File: src/rtl/adder_arb.sv
// -----------------------------------------------------------------------------
// adder_arb
//
// Two-requester round-robin front end for one shared external 16-bit ripple
// adder. A granted request's operands are registered onto add_a/add_b. The
// adder is then given SETTLE_CYC cycles to settle, and its sum/carry are
// sampled. The result is presented on the rsp_* handshake until rsp_ready
// accepts it.
//
// Parameters:
//   SETTLE_CYC  cycles the external adder is given to settle (1..15)
//
// Configuration macro:
//   ADDER_ARB_SAT_EN  when defined, rsp_sum saturates to 16'hFFFF whenever
//                     the captured carry-out is 1 (rsp_co still reports 1)
//
// Ports:
//   clk                      single clock, rising edge
//   rst_n                    synchronous active-low reset
//   req0_valid, req1_valid   requester operand-valid
//   req0_a, req0_b           requester 0 operands (16 bit)
//   req1_a, req1_b           requester 1 operands (16 bit)
//   req0_ready, req1_ready   accept strobe per requester (IDLE only)
//   add_a, add_b             operands driven to the shared adder
//   add_s, add_co            sum and carry-out returned by the shared adder
//   rsp_valid                response valid
//   rsp_id                   0 = req0, 1 = req1
//   rsp_sum, rsp_co          captured sum and carry-out
//   rsp_ready                response accept from the consumer
// -----------------------------------------------------------------------------
module adder_arb #(
    parameter int SETTLE_CYC = 1
) (
    input  logic        clk,
    input  logic        rst_n,
    input  logic        req0_valid,
    input  logic        req1_valid,
    input  logic [15:0] req0_a,
    input  logic [15:0] req0_b,
    input  logic [15:0] req1_a,
    input  logic [15:0] req1_b,
    output logic        req0_ready,
    output logic        req1_ready,
    output logic [15:0] add_a,
    output logic [15:0] add_b,
    input  logic [15:0] add_s,
    input  logic        add_co,
    output logic        rsp_valid,
    output logic        rsp_id,
    output logic [15:0] rsp_sum,
    output logic        rsp_co,
    input  logic        rsp_ready
);

    typedef enum logic [1:0] {
        IDLE   = 2'd0,
        SETTLE = 2'd1,
        RESP   = 2'd2
    } state_t;

    // Counter counts down to zero, so SETTLE_CYC-1 gives SETTLE_CYC sample edges.
    localparam logic [3:0] SETTLE_LOAD = 4'(SETTLE_CYC - 1);

    state_t      state;
    state_t      next_state;
    logic [3:0]  settle_cnt;
    logic        last_grant;
    logic        grant;
    logic        accept;
    logic [15:0] sum_capture;

`ifdef ADDER_ARB_SAT_EN
    assign sum_capture = add_co ? 16'hFFFF : add_s;
`else
    assign sum_capture = add_s;
`endif

    assign rsp_valid = (state == RESP);

    // Grant: a sole valid requester wins. When both are valid, the requester
    // not granted last time wins. Ready is gated with rst_n so that neither
    // requester sees an accept strobe while reset is held.
    always_comb begin
        grant      = ~last_grant;
        req0_ready = 1'b0;
        req1_ready = 1'b0;
        next_state = state;

        if (req0_valid && !req1_valid) begin
            grant = 1'b0;
        end else if (req1_valid && !req0_valid) begin
            grant = 1'b1;
        end

        if (rst_n && (state == IDLE)) begin
            req0_ready = !grant && req0_valid;
            req1_ready = grant && req1_valid;
        end

        accept = req0_ready | req1_ready;

        case (state)
            IDLE:    if (accept) next_state = SETTLE;
            SETTLE:  if (settle_cnt == 4'd0) next_state = RESP;
            RESP:    if (rsp_ready) next_state = IDLE;
            default: next_state = IDLE;
        endcase
    end

    always_ff @(posedge clk) begin
        if (!rst_n) begin
            state <= IDLE;
        end else begin
            state <= next_state;
        end
    end

    // add_a/add_b only change on an accept. This keeps the adder inputs
    // steady through SETTLE and RESP, and until the next request is taken.
    always_ff @(posedge clk) begin
        if (!rst_n) begin
            add_a      <= 16'd0;
            add_b      <= 16'd0;
            rsp_id     <= 1'b0;
            rsp_sum    <= 16'd0;
            rsp_co     <= 1'b0;
            settle_cnt <= 4'd0;
            last_grant <= 1'b1;
        end else begin
            if (accept) begin
                add_a      <= grant ? req1_a : req0_a;
                add_b      <= grant ? req1_b : req0_b;
                rsp_id     <= grant;
                last_grant <= grant;
                settle_cnt <= SETTLE_LOAD;
            end
            if (state == SETTLE) begin
                if (settle_cnt == 4'd0) begin
                    rsp_sum <= sum_capture;
                    rsp_co  <= add_co;
                end else begin
                    settle_cnt <= settle_cnt - 4'd1;
                end
            end
        end
    end

endmodule

File: config.mk
export PLATFORM = sky130hd
export DESIGN_NAME = adder_arb
export DESIGN_NICKNAME = d
export VERILOG_FILES = /design/src/rtl/adder_arb.sv
export SDC_FILE = /design/constraint.sdc
export NUM_CORES = 1
export LEC_CHECK = 0
export ABC_AREA = 1
export BUFFER_PORTS_ARGS = -buffer_cell sky130_fd_sc_hd__buf_2
export CORE_ASPECT_RATIO = 1.25
export CORE_MARGIN = 2
export CORE_UTILIZATION = 41
export CTS_BUF_LIST = sky130_fd_sc_hd__clkbuf_16
export CTS_CLUSTER_SIZE = 28
export DETAILED_ROUTE_END_ITERATION = 16
export PLACE_DENSITY = 0.84
export SKIP_CTS_REPAIR_TIMING = 1
export SLEW_MARGIN = 20
export SYNTH_ARGS = -nofsm -noshare
export SYNTH_HDL_FRONTEND = slang
export SYNTH_SLANG_ARGS = --single-unit
File: constraint.sdc
create_clock -name clk -period 1.5 [get_ports clk]
set_input_delay 0.3 -clock clk [delete_from_list [all_inputs] [get_ports clk]]
set_output_delay 0.3 -clock clk [all_outputs]
set_load 0.03 [all_outputs]
==> metrics.md, run 1 <==
| Metric | Value |
|---|---|
| Outcome | finished, final reports clean |
| Clock sink count | 57 |
| Max-slew violation count | 0 |
| Layout overhead on the synthesized area | 38.7% |
| Data required, critical path | 1200 ps |
| Element type at the critical path start | flip-flop |
| Setup tns final | 0 ps |
| Worst Hold Path Cells | 3 |
| Clock root buffer master | sky130_fd_sc_hd__clkbuf_16 |
| R2r startpoint | settle_cnt[0]$_SDFF_PN0_ |
| Fraction of layout cells with a size suffix above 1 | 29.5% |
| Slowest-stage cell, CP | sky130_fd_sc_hd__dfxtp_2 |
| Top post-synthesis cells by area | sky130_fd_sc_hd__dfxtp_1 (41%), sky130_fd_sc_hd__nand2_1 (15%), sky130_fd_sc_hd__nor2_1 (14%), sky130_fd_sc_hd__nand3_1 (13%), sky130_fd_sc_hd__inv_1 (5.9%) |
| Number of maximum-capacitance constraint violations | 0 |
| CTS tree | built |
| Number of cells produced by synthesis | 452 |
| Area of the core region | 6610 um^2 |
| Proportion of power drawn by flip-flops and latches | 38.2% |
| Cell taking the most area after synthesis | sky130_fd_sc_hd__dfxtp_1 |
| CTS HTree Levels | 3 |
| Average wire length per cell after detail routing | 11.3 um |
| Number of cells on the worst reg-to-reg path | 7 |
| Internal power | 0.00312 W |
| Maximum clock frequency | 685 MHz |
| P_sw | 0.00139 W |
| Unique cell type count in the Yosys netlist | 19 |
| Final setup skew | 6.85 ps |
| Initial core utilization | 42.5% |
| Worst VDD drop | 742 uV |
| Worst hold path type | input port to flip-flop |
| Buffer depth of the longest clock path | 2 |
| Logic pwr share | 25.0% |
| DRC Markers | 0 |
| Leakage Power | 2.23 nW |
| Cell Chain, Critical Path | inv_2 -> nand4_1 -> nor2_1 -> buf_4 |
| Setup WS pre-CTS | 52.8 ps |
| Share of Yosys cell area claimed by the top area cell type | 40.7% |
| Reg2reg end | rsp_sum[8]$_SDFFE_PN0P_ |
| Post-DRT Antenna Nets | 0 |
| Via count | 3189 |
| Average size of a mapped cell | 6.21 um^2 |
| Final Net Count | 674 |
| Critical hold path startpoint | add_s[3] |
| Number of detailed-route iterations in the first pass | 4 |
| RSZ-0062 raised after global routing | yes |
| Stage delay of the slowest cell on the critical path | 330 ps |
| Min Clock Period, post-route | 1460 ps |
| Total of endpoints with negative setup slack in the final report | 0 |
| CTS clock-pin slew for the worst setup and hold paths | 50 ps |
| Number of standard cells in the layout, taps in and fillers out | 677 |
| Total half-perimeter wirelength after legalization and detailed placement | 5480 um |
| Number of ports placed on the die boundary | 139 |
| Final Cycle Share | 97.3% |
| Worst max-slew margin expressed relative to the limit | 75.0% |
| Vias in the first global route | 2911 |
| Pin count of the biggest net entering global routing | 41 |
| Quantity of I/O buffers inserted on ports | 138 |
| Final hold violation count | 0 |
| Y dimension of the die | 96.5 um |
| Critical-path maximum fanout | 3 |
| Setup slack after layout | 39.9 ps |
| Post-synthesis sequential element count | 57 |
| Global route total overflow | 0 |
| Initial antenna violation count | 0 |
| Worst hold-check slack | 215 ps |
| Number of nets in the synthesized netlist | 539 |
| Share of total power in the clock network | 36.8% |
| Placed instance count | 660 |
| Arr. time, crit path | 1160 ps |
| Violation count after the first detailed-routing iteration | 132 |
| Register area share after synthesis | 40.7% |
| R2R Setup Slk | 140 ps |
| Wirelength, routed | 7630 um |
| Number of core rows | 33 |
| Net switching share of the total power | 30.8% |
| Cell Pwr Density | 1160 nW/um^2 |
| Total standard cell area after synthesis | 2810 um^2 |
| Worst-Margin Slew | 375 ps |
| Number of antenna cells inserted | 0 |
| Clock latency on the worst-skew pair | 310 ps |
| Overall routing resource usage | 20.3% |
| Width of the die | 78 um |
| Number of warnings issued by yosys | 0 |
| Vias per cell | 4.71 |
| Worst Hold End | rsp_sum[3]$_SDFFE_PN0P_ |
| First-pass GRT wire length | 12400 um |
| CP Class | flip-flop to primary output |
| Total Die Area | 7530 um^2 |
| Number of buffers created by CTS | 9 |
| Category of the worst setup path capture point | primary output |
| GPL Wtd Cong | 0.813 |
-- Yosys cell counts, drive strengths merged --
cell and instances:
clkbuf 13, nor2 106, nand2 113, a21oi 8, xor2 1, buf 15
nand4 1, dfxtp 57, ha 1, inv 47, o21ai 19, nand3 71
-- sequential cells by signal, summed over array words and instances (netlist names) --
| signal | cells |
|---|---|
| settle_cnt | 4 |
| last_grant | 1 |
| add_a | 16 |
| state | 2 |
| rsp_id | 1 |
| add_b | 16 |
| rsp_co | 1 |
| rsp_sum | 16 |
-- cells in the final DEF (no fill, tap or decap), drive strengths merged --
master / n
o21ai: 19
nand4: 1
nand3: 71
buf: 152
clkinv: 1
dfxtp: 57
nand2: 113
clkbuf: 9
ha: 1
a21oi: 8
inv: 51
xor2: 1
nor2: 106
-- cell families (layout without fill, tap and decap cells) --
group / after synthesis / after routing / share of synthesized area (%)
flip-flops: 57 / 57 / 40.7
AND/OR/NAND/NOR: 291 / 291 / 42.8
XOR/XNOR: 1 / 1 / 0.312
buffers and inverters: 75 / 213 / 11.0
adder cells (fa/ha/maj): 1 / 1 / 0.446
AO/OA/AOI/OAI: 27 / 27 / 4.81
-- area by class of cell --
type | count | area [um^2]
Clock inverter | 5 | 20.0
Clock buffer | 9 | 225
Tap cell | 87 | 109
Fill cell | 660 | 2710
Multi-Input combinational cell | 320 | 1370
Inverter | 47 | 179
Timing Repair Buffer | 152 | 846
Sequential cell | 57 | 1140
-- routing by layer --
| layer | track usage [%] | wire length [um] | up-vias | part of all wire, % |
|---|---|---|---|---|
| li1 | - | - | 1660 | - |
| met3 | 4.65 | 550 | 4 | 7.2 |
| met2 | 37.9 | 3890 | 98 | 51 |
| met4 | 8.33 | 73 | 0 | 0.96 |
| met1 | 22.2 | 3120 | 1427 | 41 |
| met5 | 0 | 0 | - | 0 |
-- power by group through the flow --
stage / clock (W) / sequential, W / combinational, W
2_1_floorplan: 0 / 0.00200 / 0.000490
3_3_place_gp: 0 / 0.00174 / 0.00109
3_5_place_dp: 0 / 0.00175 / 0.00112
4_1_cts: 0.00170 / 0.00172 / 0.00112
5_1_grt: 0.00177 / 0.00173 / 0.00126
6_report: 0.00166 / 0.00172 / 0.00113
-- how the worst max path moves through the flow --
stage / from / endpoint / slack (ps) / depth (start not counted)
final: state[1]$_SDFFE_PN0P_ / req0_ready / 40 / 4
after global routing: state[1]$_SDFFE_PN0P_ / req0_ready / -40 / 4
after CTS: state[1]$_SDFFE_PN0P_ / req1_ready / -50 / 6
after detailed placement: rst_n / add_b[8]$_SDFFE_PN0P_ / 50 / 8
after global placement: rst_n / add_b[6]$_SDFFE_PN0P_ / 100 / 8
after floorplan: rst_n / req0_ready / 20 / 4
-- worst max-delay path, delay by kind of cell (launching register included) --
family	cells	cell delay (ps)
flops	1	330
simple gates	2	280
buf+inv	2	240
-- stage by stage --
step | power (W) | utilization, % | area (um^2)
2_1_floorplan | 0.00249 | - | 2810
3_3_place_gp | 0.00283 | 54.5 | 3600
3_5_place_dp | 0.00286 | 54.5 | 3600
4_1_cts | 0.00454 | 58.2 | 3840
5_1_grt | 0.00477 | 58.9 | 3890
6_report | 0.00451 | 58.9 | 3890
Note: power is estimated with default switching activity, not from simulation.
==> inputs of run 2 (changes only) <==
- ABC_AREA: 1 -> 0
- CORE_UTILIZATION: 41 -> 39
- MAX_ROUTING_LAYER: unset -> met4
==> metrics.md, run 2 <==
| Metric | Value |
|---|---|
| Logic pwr share | 20.0% (was 25.0%) |
| Top library cells by usage in the layout, fill and taps aside | sky130_fd_sc_hd__buf_2 (135), sky130_fd_sc_hd__nand2_1 (106), sky130_fd_sc_hd__dfxtp_1 (56) (was sky130_fd_sc_hd__buf_2 (136), sky130_fd_sc_hd__nand2_1 (112), sky130_fd_sc_hd__nor2_1 (103)) |
| Wirelength, routed | 6620 um (was 7630 um) |
| Number of standard cells in the layout, taps in and fillers out | 518 (was 677) |
| Final Cycle Share | 105% (was 97.3%) |
| Total half-perimeter wirelength after legalization and detailed placement | 4810 um (was 5480 um) |
| Proportion of power drawn by flip-flops and latches | 37.6% (was 38.2%) |
| Most common cell after layout, fill and taps aside | sky130_fd_sc_hd__buf_2 (unchanged) |
| Net switching share of the total power | 28.4% (was 30.8%) |
| Placed instance count | 502 (was 660) |
| Share of Yosys cell area claimed by the top area cell type | 48.4% (was 40.7%) |
| Stage delay of the slowest cell on the critical path | 340 ps (was 330 ps) |
| Worst hold path type | input port to flip-flop (unchanged) |
| Reg2reg end | rsp_sum[4]$_SDFFE_PN0P_ (was rsp_sum[8]$_SDFFE_PN0P_) |
| Via count | 2665 (was 3189) |
| Top post-synthesis cells by area | sky130_fd_sc_hd__dfxtp_1 (48%), sky130_fd_sc_hd__nand2_1 (17%), sky130_fd_sc_hd__a31oi_1 (8.5%), sky130_fd_sc_hd__o21ai_0 (7.0%), sky130_fd_sc_hd__a21oi_1 (4.2%) (was sky130_fd_sc_hd__dfxtp_1 (41%), sky130_fd_sc_hd__nand2_1 (15%), sky130_fd_sc_hd__nor2_1 (14%), sky130_fd_sc_hd__nand3_1 (13%), sky130_fd_sc_hd__inv_1 (5.9%)) |
| Cell Chain, Critical Path | nor2_4 -> nand2_2 -> nor3b_2 -> buf_4 (was inv_2 -> nand4_1 -> nor2_1 -> buf_4) |
| Outcome | finished with violations (was finished, final reports clean) |
| Slowest-stage cell, CP | sky130_fd_sc_hd__dfxtp_2 (unchanged) |
| Initial antenna violation count | 0 (unchanged) |
| Number of warnings issued by yosys | 0 (unchanged) |
| Post-DRT Antenna Nets | 0 (unchanged) |
| Total of endpoints with negative setup slack in the final report | 1 (was 0) |
| Clock latency on the worst-skew pair | 310 ps (about the same) |
| Number of detailed-route iterations in the first pass | 4 (unchanged) |
| Vias in the first global route | 2398 (was 2911) |
| Width of the die | 73.6 um (was 78 um) |
| Post-place instance area | 3190 um^2 (was 3600 um^2) |
| Leakage Power | 1.69 nW (was 2.23 nW) |
| Quantity of I/O buffers inserted on ports | 138 (unchanged) |
| Fraction of layout cells with a size suffix above 1 | 39.6% (was 29.5%) |
| Average size of a mapped cell | 7.71 um^2 (was 6.21 um^2) |
| Final Net Count | 534 (was 674) |
| Number of buffers created by CTS | 9 (unchanged) |
| Worst max-slew margin expressed relative to the limit | 77.0% (was 75.0%) |
| Number of enable flip-flop cells after synthesis | 0 (unchanged) |
| Number of ports placed on the die boundary | 139 (unchanged) |
| RSZ-0062 raised after global routing | yes (unchanged) |
| Area fraction in and, or, nand and nor cells after synthesis | 22.7% (was 42.8%) |
| Number of maximum-capacitance constraint violations | 0 (unchanged) |
| Category of the worst setup path capture point | primary output (unchanged) |
| Unique cell type count in the Yosys netlist | 30 (was 19) |
| Y dimension of the die | 90.9 um (was 96.5 um) |
| Adder-Cell Fraction of Synth Area | 0.531% (was 0.446%) |
| Dominant register cell in the synthesized netlist | sky130_fd_sc_hd__dfxtp_1 (unchanged) |
| Share of total power in the clock network | 42.4% (was 36.8%) |
| Final hold violation count | 0 (unchanged) |
| CP Class | flip-flop to primary output (unchanged) |
| Final Instance Area | 3530 um^2 (was 3890 um^2) |
| Internal power | 0.00323 W (was 0.00312 W) |
| Vias per cell | 5.14 (was 4.71) |
| DRC Markers | 0 (unchanged) |
| Clock root buffer master | sky130_fd_sc_hd__clkbuf_16 (unchanged) |
| Clock sink count | 57 (unchanged) |
| Total Die Area | 6690 um^2 (was 7530 um^2) |
| Element type at the critical path start | flip-flop (unchanged) |
| Overall routing resource usage | 19.7% (was 20.3%) |
| Buffer depth of the longest clock path | 2 (unchanged) |
| First-pass GRT wire length | 10200 um (was 12400 um) |
| Failing checks | negative setup slack |
| Arr. time, crit path | 1280 ps (was 1160 ps) |
| Post-synthesis sequential element count | 57 (unchanged) |
| Filler cell count | 508 (was 660) |
| Cell taking the most area after synthesis | sky130_fd_sc_hd__dfxtp_1 (unchanged) |
| Total standard cell area after synthesis | 2360 um^2 (was 2810 um^2) |
| Setup slack after layout | -78.4 ps (was 39.9 ps) |
| Cell Pwr Density | 1280 nW/um^2 (was 1160 nW/um^2) |
| Critical-path maximum fanout | 3 (unchanged) |
| Post-synthesis compound-gate area fraction | 23.4% (was 4.81%) |
| GPL Wtd Cong | 0.784 (was 0.813) |
| Number of cells produced by synthesis | 306 (was 452) |
| Min Clock Period, post-route | 1580 ps (was 1460 ps) |
| Violation count after the first detailed-routing iteration | 151 (was 132) |
| Final setup skew | 2.15 ps (was 6.85 ps) |
| Worst Hold Path Cells | 3 (unchanged) |
| CTS tree | built (unchanged) |
| Share of synthesized registers carrying an async set or reset | 0% (unchanged) |
| Number of core rows | 31 (was 33) |
| CTS HTree Levels | 3 (unchanged) |
| Pin count of the biggest net entering global routing | 39 (was 41) |
| Number of cells on the worst reg-to-reg path | 5 (was 7) |
| Most repeated cell in the gate-level netlist after synthesis | sky130_fd_sc_hd__nand2_1 (unchanged) |
| Final core utilization | 60.7% (was 58.9%) |
| R2R Setup Slk | 70 ps (was 140 ps) |
| Combined flip-flop and latch cell area | 1140 um^2 (unchanged) |
| Maximum clock frequency | 634 MHz (was 685 MHz) |
| Average wire length per cell after detail routing | 12.8 um (was 11.3 um) |
| Worst VDD drop | 712 uV (was 742 uV) |
| Register area share after synthesis | 48.4% (was 40.7%) |
| Combinational family with the most area after synthesis | compound AO/OA/AOI/OAI gates (was simple AND/OR/NAND/NOR gates) |
| Worst-Margin Slew | 345 ps (was 375 ps) |
| R2r startpoint | state[1]$_SDFFE_PN0P_ (was settle_cnt[0]$_SDFF_PN0_) |
| CTS clock-pin slew for the worst setup and hold paths | 50 ps (about the same) |
| Max-slew violation count | 0 (unchanged) |
| Data required, critical path | 1200 ps (about the same) |
| Area of the core region | 5820 um^2 (was 6610 um^2) |
| Worst hold-check slack | 222 ps (was 215 ps) |
| Initial core utilization | 40.5% (was 42.5%) |
| Global route total overflow | 0 (unchanged) |
| Critical hold path startpoint | add_s[11] (was add_s[3]) |
| P_sw | 0.00128 W (was 0.00139 W) |
| Layout overhead on the synthesized area | 49.7% (was 38.7%) |
| Regs by FF count | add_a: 16 flops, add_b: 16 flops, rsp_sum: 16 flops (unchanged) |
| Worst Hold End | rsp_sum[11]$_SDFFE_PN0P_ (was rsp_sum[3]$_SDFFE_PN0P_) |
| Number of nets in the synthesized netlist | 393 (was 539) |
| Multiplexer share of the synthesized area | 0% (unchanged) |
| Synth cell count leaders | sky130_fd_sc_hd__nand2_1 (108), sky130_fd_sc_hd__dfxtp_1 (57), sky130_fd_sc_hd__o21ai_0 (33), sky130_fd_sc_hd__a31oi_1 (32), sky130_fd_sc_hd__a21oi_1 (20) (was sky130_fd_sc_hd__nand2_1 (113), sky130_fd_sc_hd__nor2_1 (103), sky130_fd_sc_hd__nand3_1 (71), sky130_fd_sc_hd__dfxtp_1 (57), sky130_fd_sc_hd__inv_1 (44)) |
| XOR/XNOR share of the synthesized area | 0% (was 0.312%) |
| Area of the multi-input gates | 1150 um^2 (was 1370 um^2) |
| Number of antenna cells inserted | 0 (unchanged) |
==> run 2: critical path: cells and delay by family, from the launching register on <==
kind / cells / cell delay, ps
buf+inv: 1 / 190
simple gates: 3 / 430
flops: 1 / 340
==> run 2: layout make-up <==
class | instances | area share (%)
multi-input combinational | 224 | 32.5
inverter | 3 | 0.319
clock inverter | 7 | 1.77
timing repair buffer | 152 | 24.4
sequential | 57 | 32.4
tap | 66 | 2.34
clock buffer | 9 | 6.38
==> run 2: worst max path at each step <==
| stage | start | end | slack [ps] |
|---|---|---|---|
| global route | state[0]$_SDFFE_PN0P_ | req1_ready | -120 |
| global placement | settle_cnt[0]$_SDFF_PN0_ | rsp_sum[3]$_SDFFE_PN0P_ | 90 |
| CTS | state[1]$_SDFFE_PN0P_ | req0_ready | -180 |
| finish | state[0]$_SDFFE_PN0P_ | req1_ready | -80 |
| floorplan | state[1]$_SDFFE_PN0P_ | rsp_sum[1]$_SDFFE_PN0P_ | 30 |
| detailed placement | settle_cnt[0]$_SDFF_PN0_ | rsp_sum[4]$_SDFFE_PN0P_ | 40 |
==> run 2: logic make-up after synthesis <==
kind of cell | Yosys count
compound gates | 96
fa+ha+maj | 1
buf+inv | 25
flops | 57
simple gates | 127
==> run 2: power groups by stage <==
stage | clock network, W | logic, W | registers (W)
after floorplan | 0 | 0.000330 | 0.00194
after global routing | 0.00204 | 0.000985 | 0.00170
after global placement | 0 | 0.000880 | 0.00172
after CTS | 0.00196 | 0.000899 | 0.00169
final | 0.00191 | 0.000902 | 0.00169
after detailed placement | 0 | 0.000896 | 0.00172
==> run 2: routing by layer <==
metal / vias up / wire, um / track usage [%]
li1: 1334 / - / -
met1: 1209 / 2730 / 21.7
met2: 110 / 3330 / 32.4
met3: 12 / 432 / 4.22
met4: 0 / 134 / 10.5
met5: - / 0 / -
==> run 2: metrics by stage <==
stage / setup TNS (ps) / setup WS (ps) / power (W)
2_1_floorplan: 0 / 25.7 / 0.00227
3_3_place_gp: 0 / 85.9 / 0.00259
3_5_place_dp: 0 / 40.2 / 0.00262
4_1_cts: -347 / -180 / 0.00455
5_1_grt: -217 / -120 / 0.00472
6_report: -78.4 / -78.4 / 0.00451
